===== src/rtl/tron_game_ctrl.sv =====
// Game sequencer for the Tron snake: start delay, frame-paced stepping, direction filter, speed-up, score.
// Optional build macro TRON_PAUSE_EN adds the pause_req input and a PAUSED state.
module tron_game_ctrl #(
    parameter int INIT_PERIOD   = 6,
    parameter int MIN_PERIOD    = 2,
    parameter int SPEEDUP_STEPS = 16,
    parameter int START_DELAY   = 60,
    parameter int SCORE_W       = 10
) (
    input  logic               clk,
    input  logic               reset,
    input  logic               frame_tick,
    input  logic [4:0]         dir_in,
    input  logic               start_req,
`ifdef TRON_PAUSE_EN
    input  logic               pause_req,
`endif
    input  logic               collision,
    output logic               init_snake,
    output logic               step,
    output logic [4:0]         dir_out,
    output logic               playing,
    output logic               game_over,
    output logic [SCORE_W-1:0] score,
    output logic [3:0]         period,
    output logic [2:0]         state_dbg
);

    localparam int CNT_W = $clog2(START_DELAY + 16);
    localparam int STC_W = $clog2(SPEEDUP_STEPS + 1);

    localparam logic [4:0] DIR_UP    = 5'b00010;
    localparam logic [4:0] DIR_LEFT  = 5'b00100;
    localparam logic [4:0] DIR_DOWN  = 5'b01000;
    localparam logic [4:0] DIR_RIGHT = 5'b10000;

    typedef enum logic [2:0] {
        S_IDLE   = 3'd0,
        S_INIT   = 3'd1,
        S_WAIT   = 3'd2,
        S_RUN    = 3'd3,
        S_OVER   = 3'd4,
        S_PAUSED = 3'd5
    } state_t;

    state_t             state_q, state_d;
    logic [CNT_W-1:0]   cnt_q, cnt_d;
    logic [STC_W-1:0]   stcnt_q, stcnt_d;
    logic [3:0]         period_q, period_d;
    logic [SCORE_W-1:0] score_q, score_d;
    logic [4:0]         dir_q, dir_d;
    logic [4:0]         pend_q, pend_d;
    logic               step_q, step_d;

    logic [4:0] rev_dir;
    logic       dir_legal;
    logic [4:0] pend_next;
    logic       pause_evt;

    // Opposite of the committed heading: up<->down, left<->right.
    assign rev_dir   = {dir_q[2], dir_q[1], dir_q[4], dir_q[3], 1'b0};
    assign dir_legal = ((dir_in == DIR_UP) || (dir_in == DIR_LEFT) ||
                        (dir_in == DIR_DOWN) || (dir_in == DIR_RIGHT)) &&
                       (dir_in != rev_dir);
    assign pend_next = dir_legal ? dir_in : pend_q;

`ifdef TRON_PAUSE_EN
    assign pause_evt = pause_req;
`else
    assign pause_evt = 1'b0;
`endif

    always_comb begin
        state_d  = state_q;
        cnt_d    = cnt_q;
        stcnt_d  = stcnt_q;
        period_d = period_q;
        score_d  = score_q;
        dir_d    = dir_q;
        pend_d   = pend_next;
        step_d   = 1'b0;

        case (state_q)
            S_IDLE: begin
                if (start_req) state_d = S_INIT;
            end
            S_INIT: begin
                state_d  = S_WAIT;
                dir_d    = DIR_RIGHT;
                pend_d   = DIR_RIGHT;
                score_d  = '0;
                period_d = 4'(INIT_PERIOD);
                cnt_d    = '0;
                stcnt_d  = '0;
            end
            S_WAIT: begin
                if (frame_tick) begin
                    if (cnt_q == CNT_W'(START_DELAY - 1)) begin
                        state_d = S_RUN;
                        cnt_d   = '0;
                    end else begin
                        cnt_d = cnt_q + 1'b1;
                    end
                end
            end
            S_RUN: begin
                if (pause_evt) begin
                    state_d = S_PAUSED;
                end else if (frame_tick) begin
                    if (collision) begin
                        state_d = S_OVER;
                    end else if (cnt_q == CNT_W'(period_q) - CNT_W'(1)) begin
                        // The step strobe, heading, score and speed all update on the same edge.
                        cnt_d  = '0;
                        step_d = 1'b1;
                        dir_d  = pend_next;
                        if (score_q != '1) score_d = score_q + 1'b1;
                        if (stcnt_q == STC_W'(SPEEDUP_STEPS - 1)) begin
                            stcnt_d = '0;
                            if (period_q > 4'(MIN_PERIOD)) period_d = period_q - 1'b1;
                        end else begin
                            stcnt_d = stcnt_q + 1'b1;
                        end
                    end else begin
                        cnt_d = cnt_q + 1'b1;
                    end
                end
            end
            S_PAUSED: begin
                if (start_req)      state_d = S_INIT;
                else if (pause_evt) state_d = S_RUN;
            end
            S_OVER: begin
                if (start_req) state_d = S_INIT;
            end
            default: state_d = S_IDLE;
        endcase
    end

    always_ff @(posedge clk or posedge reset) begin
        if (reset) begin
            state_q  <= S_IDLE;
            cnt_q    <= '0;
            stcnt_q  <= '0;
            period_q <= 4'(INIT_PERIOD);
            score_q  <= '0;
            dir_q    <= DIR_RIGHT;
            pend_q   <= DIR_RIGHT;
            step_q   <= 1'b0;
        end else begin
            state_q  <= state_d;
            cnt_q    <= cnt_d;
            stcnt_q  <= stcnt_d;
            period_q <= period_d;
            score_q  <= score_d;
            dir_q    <= dir_d;
            pend_q   <= pend_d;
            step_q   <= step_d;
        end
    end

    assign init_snake = (state_q == S_INIT);
    assign step       = step_q;
    assign dir_out    = dir_q;
    assign playing    = (state_q == S_WAIT) || (state_q == S_RUN) || (state_q == S_PAUSED);
    assign game_over  = (state_q == S_OVER);
    assign score      = score_q;
    assign period     = period_q;
    assign state_dbg  = state_q;

endmodule


===== config.mk =====
export PLATFORM = sky130hd
export DESIGN_NAME = tron_game_ctrl
export DESIGN_NICKNAME = d
export VERILOG_FILES = /design/src/rtl/tron_game_ctrl.sv
export SDC_FILE = /design/constraint.sdc
export NUM_CORES = 1
export LEC_CHECK = 0
export CORE_ASPECT_RATIO = 1.75
export CORE_MARGIN = 5
export CORE_UTILIZATION = 50
export CTS_BUF_LIST = sky130_fd_sc_hd__clkbuf_8 sky130_fd_sc_hd__clkbuf_16
export DETAILED_ROUTE_END_ITERATION = 16
export GPL_TIMING_DRIVEN = 1
export PLACE_DENSITY = 0.76
export SLEW_MARGIN = 0
export SYNTH_ARGS = -nofsm -noshare
export SYNTH_HDL_FRONTEND = slang
export SYNTH_SLANG_ARGS = --single-unit
export TNS_END_PERCENT = 100

===== constraint.sdc =====
create_clock -name clk -period 2.9 [get_ports clk]
set_clock_uncertainty 0.1 [all_clocks]
set_input_delay 0.435 -clock clk [delete_from_list [all_inputs] [get_ports clk]]
set_output_delay 0.435 -clock clk [all_outputs]
set_load 0.005 [all_outputs]

# == Word level (Yosys, flattened, before mapping) ==
# Cells that the tools add are included.
# word_totals
out_inout_bits,26
regBits,40
elab_cells,91
# op_classes
n_reduce_logical,15
addsub,5
mux,38
order_cmp,1
eq_ne,24
# ops
cell,count
5-bit two-way mux,9
10-bit two-way mux,4
7-bit two-way mux,5
7-bit one-hot mux with 3 select lines,1
4-bit two-way mux,5
10-bit one-hot mux with 2 select lines,1
5-bit one-hot mux with 2 select lines,2
"2-bit != test, second input constant",9
3-bit two-way mux,5
3-bit one-hot mux with 4 select lines,1
"10-bit by 1-bit adder with 10-bit output, second input constant",1
"5-bit by 4-bit equality test with 1-bit output, second input constant",2
"10-bit != test, second input constant",1
5-bit AND reduction,2
4-bit one-hot mux with 2 select lines,1
4-bit AND reduction,2
"7-bit by 1-bit adder with 7-bit output, second input constant",1
"7-bit by 6-bit equality test with 1-bit output, second input constant",1
7-bit equality test,1
"3-bit by 2-bit equality test with 1-bit output, second input constant",2
"3-bit equality test, second input constant",2
6-bit AND reduction,1
"5-bit by 1-bit adder with 5-bit output, second input constant",1
"5-bit by 2-bit equality test with 1-bit output, second input constant",1
15 further kinds,22

# == Logic depth before layout (Yosys ltp) ==
# Gate-level depths: netlist of the first run.
# logic_depth
depth_word,10
mapped_depth,8
depth_no_buf,7

# == Worst setup path before layout of the first run ==
# No wires, ideal clock.
# synth_timing
path_kind,register to register
start,"reg period_q[1], in the netlist period[1]"
end,"reg score_q[6], in the netlist score[6]"
t_arrival_ps,2190
n_path_buf,1
setup_slack_ps,506
path_stages_with_launch,9
setup_ps,104
path_cell_list,dfstp_2 -> inv_1 -> ha_1 -> xnor2_1 -> nor3_2 -> nand4_2 -> or2_1 -> buf_2 -> o41ai_2
# synth_between
elab_chain_cells,4
# synth_lines
item,line_no,rtl
"start, declared",49,"logic [3:0] period_q, period_d;"
"start signal, assigned",145,period_q <= 4'(INIT_PERIOD);
"start signal, assigned",154,period_q <= period_d;
4-bit by 1-bit subtractor with 5-bit output,112,end else if (cnt_q == CNT_W'(period_q) - CNT_W'(1)) begin
7-bit equality test,112,
2-bit != test (no line),-,
5-bit AND reduction (no line),-,
"end signal, assigned",155,score_q <= score_d;
"end, declared",50,"logic [SCORE_W-1:0] score_q, score_d;"
# Every way passes these cells.
# A chain may end at the register's enable or synchronous reset.

# == Final worst setup path of the first run ==
# layout_timing
start,"reg period_q[0], in the netlist period[0]"
end,"reg score_q[6], in the netlist score[6]"
# Same word-level chain as after synthesis.

==> results.json, run 1 <==
{
  "maximum_number_of_pins_on_one_net_before_global_route_repair": 41,
  "p_per_area_nw_per_um2": 749,
  "gp_congestion": 0.822,
  "cp_cell_sequence": "inv_1, ha_1, nor3b_1, mux2i_2, nand4_2, or2_1, o41ai_2",
  "global_route.usage.met1_pct": 20.6,
  "total_leakage_power_nw": 1.27,
  "finish.cell_count_without_fillers": 353,
  "peak_clock_frequency_supported_by_timing_mhz": 377,
  "grtUsageMet2_pct": 37.1,
  "die_area_um2": 6500,
  "fp-row-count": 34,
  "final_setup_margin_ns": 0.244,
  "worst-path-max-fanout": 8,
  "cp_num_cells": 7,
  "synthesis.area_per_instance_um2": 9.57,
  "critical_path.startpoint_type": "flip-flop",
  "grt.overflow.total": 0,
  "proportion_of_netlist_area_held_by_the_largest_area_contributor_pct": 36.5,
  "crit_path_end_kind": "flip-flop",
  "cp.required_ns": 3.00,
  "synth_sequential_area_ratio_pct": 40.8,
  "number_of_cells_after_detailed_placement": 345,
  "library_cell_with_the_largest_summed_area_after_synthesis": "dfrtp_1",
  "setup_viol": 0,
  "post-dp-hpwl_mm": 4.38,
  "clockRootBuffer": "clkbuf_8",
  "die_w_um": 63.1,
  "slew_headroom_pct": 56.6,
  "crit_slowest_cell": "dfrtp_1",
  "floorplan.initialDensity_pct": 50.5,
  "dominantRegCellSynth": "dfrtp_1",
  "detail_route.drc_violations": 0,
  "antenna_cells": 0,
  "cts_tree": "yes",
  "synthesis.instances": 258,
  "clk_pin_slew_ns": 0.08,
  "grt_use_met3_pct": 2.94,
  "irDropWorstVdd_mv": 0.498,
  "syn2layout_area_growth_pct": 21.3,
  "antenna_left": 0,
  "yosysUniqueCellTypes": 65,
  "post_cts.resized_instances": 0,
  "port_buffers": 35,
  "netlist_top_cells_count": "dfrtp_1 (36), nand3_1 (22), nand2_1 (21), nor2_1 (20), clkbuf_1 (10)",
  "max_stage_delay_ns": 0.45,
  "synth_area_leaders": "dfrtp_1 (36%), nand3_1 (4.5%), dfstp_2 (4.3%)",
  "cts.hold.buffers_added": 0,
  "cts_buffers": 5,
  "routing_layer_with_the_top_usage_in_global_route": "met2",
  "worst-slew-pin-transition_ns": 0.646,
  "clkLatencyLatePin_ns": 0.30,
  "final_critical_delay_including_setup_and_external_delays_ns": 2.66,
  "slew_viol_final": 0,
  "whs_path_depth": 2,
  "cap_violations": 0,
  "viasPerCell": 6.19,
  "synth_async_sr_flop_share_pct": 100,
  "worstHoldPathType": "reg -> reg",
  "totalNegativeSetupSlack_ns": 0,
  "grt_pass1_wl_mm": 10.2,
  "timing_hold_violations_final": 0,
  "drive_above_1_share_pct": 13.7,
  "data_arrival_time_at_the_worst_slack_endpoint_ns": 2.76,
  "mapped_cell_area_um2": 2470,
  "run_status": "finished clean",
  "worstSetupPathType": "reg -> reg",
  "io-pin-count": 36,
  "critPathTopFamily": "simple AND/OR/NAND/NOR gates",
  "drt_pre_antenna_iters": 4,
  "area_of_combinational_cells_with_multiple_inputs_um2": 1350,
  "globalRouteTotalUtil_pct": 19.4,
  "place_worst_setup_slack_ns": 0.163,
  "post_synthesis_net_count": 273,
  "cts.htree.levels": 2,
  "fill_cells": 424,
  "worstPathBufferInverterCount": 1,
  "post_cts.repair.setup_buffers": 0,
  "dr_total_vias": 2184,
  "fin_crit_sh_pct": 91.6,
  "clock_sink_count": 40,
  "final_net_count": 313,
  "yosys.cell_count.top_type": "dfrtp_1",
  "via_count_of_the_first_global_routing_pass": 2213,
  "worst_reg2reg_path_length_in_cells": 7,
  "yosysWarningCount": 0,
  "grt_setup_unrepaired": "no",
  "drt_wl_total_mm": 5.85,
  "synth_edf_count": 0,
  "seq_area_um2": 1010,
  "die_h_um": 103,
  "core_area_um2": 4890,
  "drt-wirelength-per-cell_um": 16.6,
  "setup.reg_to_reg.worst_slack_ns": 0.24,
  "synth_seq_cells": 40,
  "antenna_found_initial": 0,
  "drt-initial-drc-count": 47,
  "clockBufferDepth": 2
}
worst paths after layout:
path | startpoint | to
hold reg to reg | pend_q[0]$_DFF_PP0_ | pend_q[0]$_DFF_PP0_
setup / recovery | period[0]$_DFFE_PP0P_ | score[6]$_DFFE_PP0P_
max in group asynchronous | reset | score[0]$_DFFE_PP0P_
setup reg to reg | period[0]$_DFFE_PP0P_ | score[6]$_DFFE_PP0P_
hold / removal | pend_q[0]$_DFF_PP0_ | pend_q[0]$_DFF_PP0_
min in group asynchronous | reset | period[0]$_DFFE_PP0P_
power breakdown:
group          internal (mW)  switching (mW)
logic                  0.459           0.473
registers              0.735           0.200
clock network          0.187           0.190
through the flow:
step | hold slack, ns | area [µm²] | utilization [%] | power [mW]
final | 0.426 | 3000 | 61.2 | 2.24
after global routing | 0.444 | 3000 | 61.2 | 2.42
after CTS | 0.433 | 3000 | 61.2 | 2.27
after detailed placement | 0.422 | 2910 | 59.4 | 1.89
after global placement | 0.396 | 2910 | 59.4 | 1.85
after floorplan | 0.396 | 2470 | - | 1.55
worst min-delay path, delay by kind of cell (launching register included):
family        cells  cell delay [ns]
buf+inv           1             0.08
flops             1             0.36
simple gates      1             0.05
cells by family (layout without fill, tap and decap cells):
kind of cell    count (synthesis)  after routing  synth area share (%)
simple gates                  112            112                  24.5
buf+inv                        24             65                  4.56
mux                             9              9                  3.85
fa+ha+maj                       5              5                  2.53
compound gates                 63             63                  21.4
xor+xnor                        5              5                  2.38
flops                          40             40                  40.7
layout by cell type (no fill, tap or decap), types with 4 or more instances in the layout:
cell type	instances
nand4_1	6
clkdlybuf4s50_1	35
nand2b_1	6
nor2b_1	4
dfrtp_1	36
and3_1	4
mux2i_1	7
o211ai_1	4
nor2_1	20
dfstp_2	4
o22ai_1	5
buf_4	13
inv_1	11
clkbuf_8	6
nand2_1	21
a22oi_1	4
nor3_1	6
o21ai_1	5
a31o_1	4
a21oi_1	9
nand3_1	22
ha_1	5
area by class of cell:
type | instances | share of cell area (%)
inverter | 9 | 1.13
clock buffer | 6 | 2.76
sequential | 40 | 33.6
tap | 54 | 2.26
timing repair buffer | 48 | 15.0
clock inverter | 2 | 0.251
multi-input combinational | 194 | 45.1
sequential cells by signal, indices dropped and copies added (netlist names):
register and count:
score 10, cnt_q 7, dir_out 5, pend_q 5, stcnt_q 5, period 4
state_dbg 3, step 1
per-layer routing:
metal	up-vias	wire length [µm]	part of all wire, %
met3	10	186	3.2
li1	1045	-	-
met4	0	114	1.9
met1	1096	2230	38
met2	33	3320	57
met5	-	0	0
Note: power is estimated with default switching activity, not from simulation.
==> run 2: changes to the inputs <==
==> constraint.sdc (replaced) <==
create_clock -name clk -period 3.05 [get_ports clk]
set_clock_uncertainty 0.1 [all_clocks]
set_input_delay 0.4575 -clock clk [delete_from_list [all_inputs] [get_ports clk]]
set_output_delay 0.4575 -clock clk [all_outputs]
set_load 0.005 [all_outputs]
==> run 2 against run 1 <==
Via count shrank 0.55%. Final cell count fell by 0.85%. Combinational power shrank 7.7%. Global-route usage hardly changed. Die area unchanged. Worst setup slack improved by 0.061 ns. Non-clock buffer count shrank 3.
==> results.json, run 2 (synthesis results as in run 1) <==
{
  "run_status": "finished clean",
  "total_leakage_power_nw": 1.26,
  "io-pin-count": 36,
  "worstSetupPathType": "reg -> reg",
  "detail_route.drc_violations": 0,
  "drt-initial-drc-count": 50,
  "setup.reg_to_reg.worst_slack_ns": 0.31,
  "crit_slowest_cell": "dfrtp_1",
  "syn2layout_area_growth_pct": 21.9,
  "crit_path_end_kind": "flip-flop",
  "cts.htree.levels": 2,
  "fin_crit_sh_pct": 90.0,
  "post_cts.resized_instances": 0,
  "clk_pin_slew_ns": 0.08,
  "drt-wirelength-per-cell_um": 17.0,
  "clockBufferDepth": 2,
  "cts_tree": "yes",
  "dr_total_vias": 2172,
  "finish.cell_count_without_fillers": 350,
  "timing_hold_violations_final": 0,
  "critical_path.startpoint_type": "flip-flop",
  "layout_common_cells": "dfrtp_1 (36), clkdlybuf4s50_1 (35), nand3_1 (22)",
  "globalRouteTotalUtil_pct": 19.4,
  "cts_buffers": 5,
  "via_count_of_the_first_global_routing_pass": 2183,
  "worst-slew-pin-transition_ns": 0.611,
  "grt_setup_unrepaired": "no",
  "number_of_cells_after_detailed_placement": 342,
  "max_stage_delay_ns": 0.46,
  "drive_above_1_share_pct": 13.5,
  "post_cts.repair.setup_buffers": 0,
  "overall_power_mw": 2.25,
  "totalNegativeSetupSlack_ns": 0,
  "die_h_um": 103,
  "antenna_left": 0,
  "viasPerCell": 6.21,
  "grt_pass1_wl_mm": 10.2,
  "utilization_pct": 61.5,
  "slew_headroom_pct": 58.9,
  "die_area_um2": 6500,
  "worstHoldPathType": "reg -> reg",
  "port_buffers": 35,
  "floorplan.initialDensity_pct": 50.5,
  "fp-row-count": 34,
  "data_arrival_time_at_the_worst_slack_endpoint_ns": 2.85,
  "clockRootBuffer": "clkbuf_8",
  "cts.hold.buffers_added": 0,
  "largest_register_ffs": 10,
  "mostFrequentLayoutCell": "dfrtp_1",
  "drt_pre_antenna_iters": 4,
  "clkLatencyLatePin_ns": 0.30,
  "antenna_cells": 0,
  "cp.required_ns": 3.15,
  "core_area_um2": 4890,
  "drt_wl_total_mm": 5.96,
  "cap_violations": 0,
  "clock_sink_count": 40,
  "worst-path-max-fanout": 8,
  "antenna_found_initial": 0,
  "setup_viol": 0,
  "gp_congestion": 0.793,
  "grt.overflow.total": 0,
  "die_w_um": 63.1,
  "post-dp-hpwl_mm": 4.33,
  "irDropWorstVdd_mv": 0.656,
  "p_per_area_nw_per_um2": 749,
  "maximum_number_of_pins_on_one_net_before_global_route_repair": 41,
  "final_critical_delay_including_setup_and_external_delays_ns": 2.74,
  "final_net_count": 310,
  "cp_cell_sequence": "inv_1, ha_1, nor3b_1, mux2i_2, nand4_2, or2_1, o41ai_2",
  "slew_viol_final": 0,
  "peak_clock_frequency_supported_by_timing_mhz": 364
}
==> run 2: changes by cell type in the layout (fill, tap and decap cells not counted) <==
cell / before / now
bufinv_16: 0 / 1
inv_1: 11 / 9
buf_4: 13 / 10
clkbuf_8: 6 / 7
==> run 2: critical path: cells and delay by family, from the launching register on <==
family / cells / cell delay, ns
AND/OR/NAND/NOR: 3 / 1.06
buffers and inverters: 1 / 0.12
flip-flops: 1 / 0.46
adder cells (fa/ha/maj): 1 / 0.23
multiplexers: 1 / 0.37
AO/OA/AOI/OAI: 1 / 0.31
==> run 2: per-layer routing <==
layer / vias to the layer above / global-route usage [%] / wire length, µm / part of all wire (%)
met4: 0 / 6.70 / 106 / 1.8
met1: 1079 / 21.8 / 2390 / 40
met2: 44 / 36.2 / 3270 / 55
li1: 1037 / - / - / -
met3: 12 / 3.82 / 200 / 3.4
met5: - / 0 / 0 / 0
==> run 2: where the power goes <==
| group | internal, mW | switching, mW | leakage (nW) |
|---|---|---|---|
| sequential | 0.697 | 0.215 | 0.514 |
| combinational | 0.428 | 0.432 | 0.685 |
| clock | 0.289 | 0.192 | 0.0645 |
==> run 2: path summary, 6_finish.rpt <==
path	cells past startpoint	start	to
max	7	period[0]$_DFFE_PP0P_	score[6]$_DFFE_PP0P_
min	2	dir_out[0]$_DFFE_PP0P_	dir_out[0]$_DFFE_PP0P_
max reg2reg	7	period[0]$_DFFE_PP0P_	score[6]$_DFFE_PP0P_
min reg2reg	2	dir_out[0]$_DFFE_PP0P_	dir_out[0]$_DFFE_PP0P_
max in group asynchronous	3	reset	period[1]$_DFFE_PP1P_
min in group asynchronous	3	reset	stcnt_q[0]$_DFFE_PP0P_
==> run 2: layout make-up <==
class / instances / area [µm²]
Sequential cell: 40 / 1010
Tap cell: 54 / 67.6
Multi-Input combinational cell: 194 / 1350
Clock buffer: 7 / 96.3
Clock inverter: 1 / 30.0
Fill cell: 422 / 1880
Inverter: 9 / 33.8
Timing Repair Buffer: 45 / 425
==> run 2: stage by stage <==
stage | instance area, µm² | setup WS [ns] | hold WS, ns
floorplan | 2470 | 0.656 | 0.396
global placement | 2880 | 0.322 | 0.394
detailed placement | 2880 | 0.273 | 0.412
CTS | 3010 | 0.280 | 0.430
global route | 3010 | 0.0404 | 0.454
finish | 3010 | 0.305 | 0.427
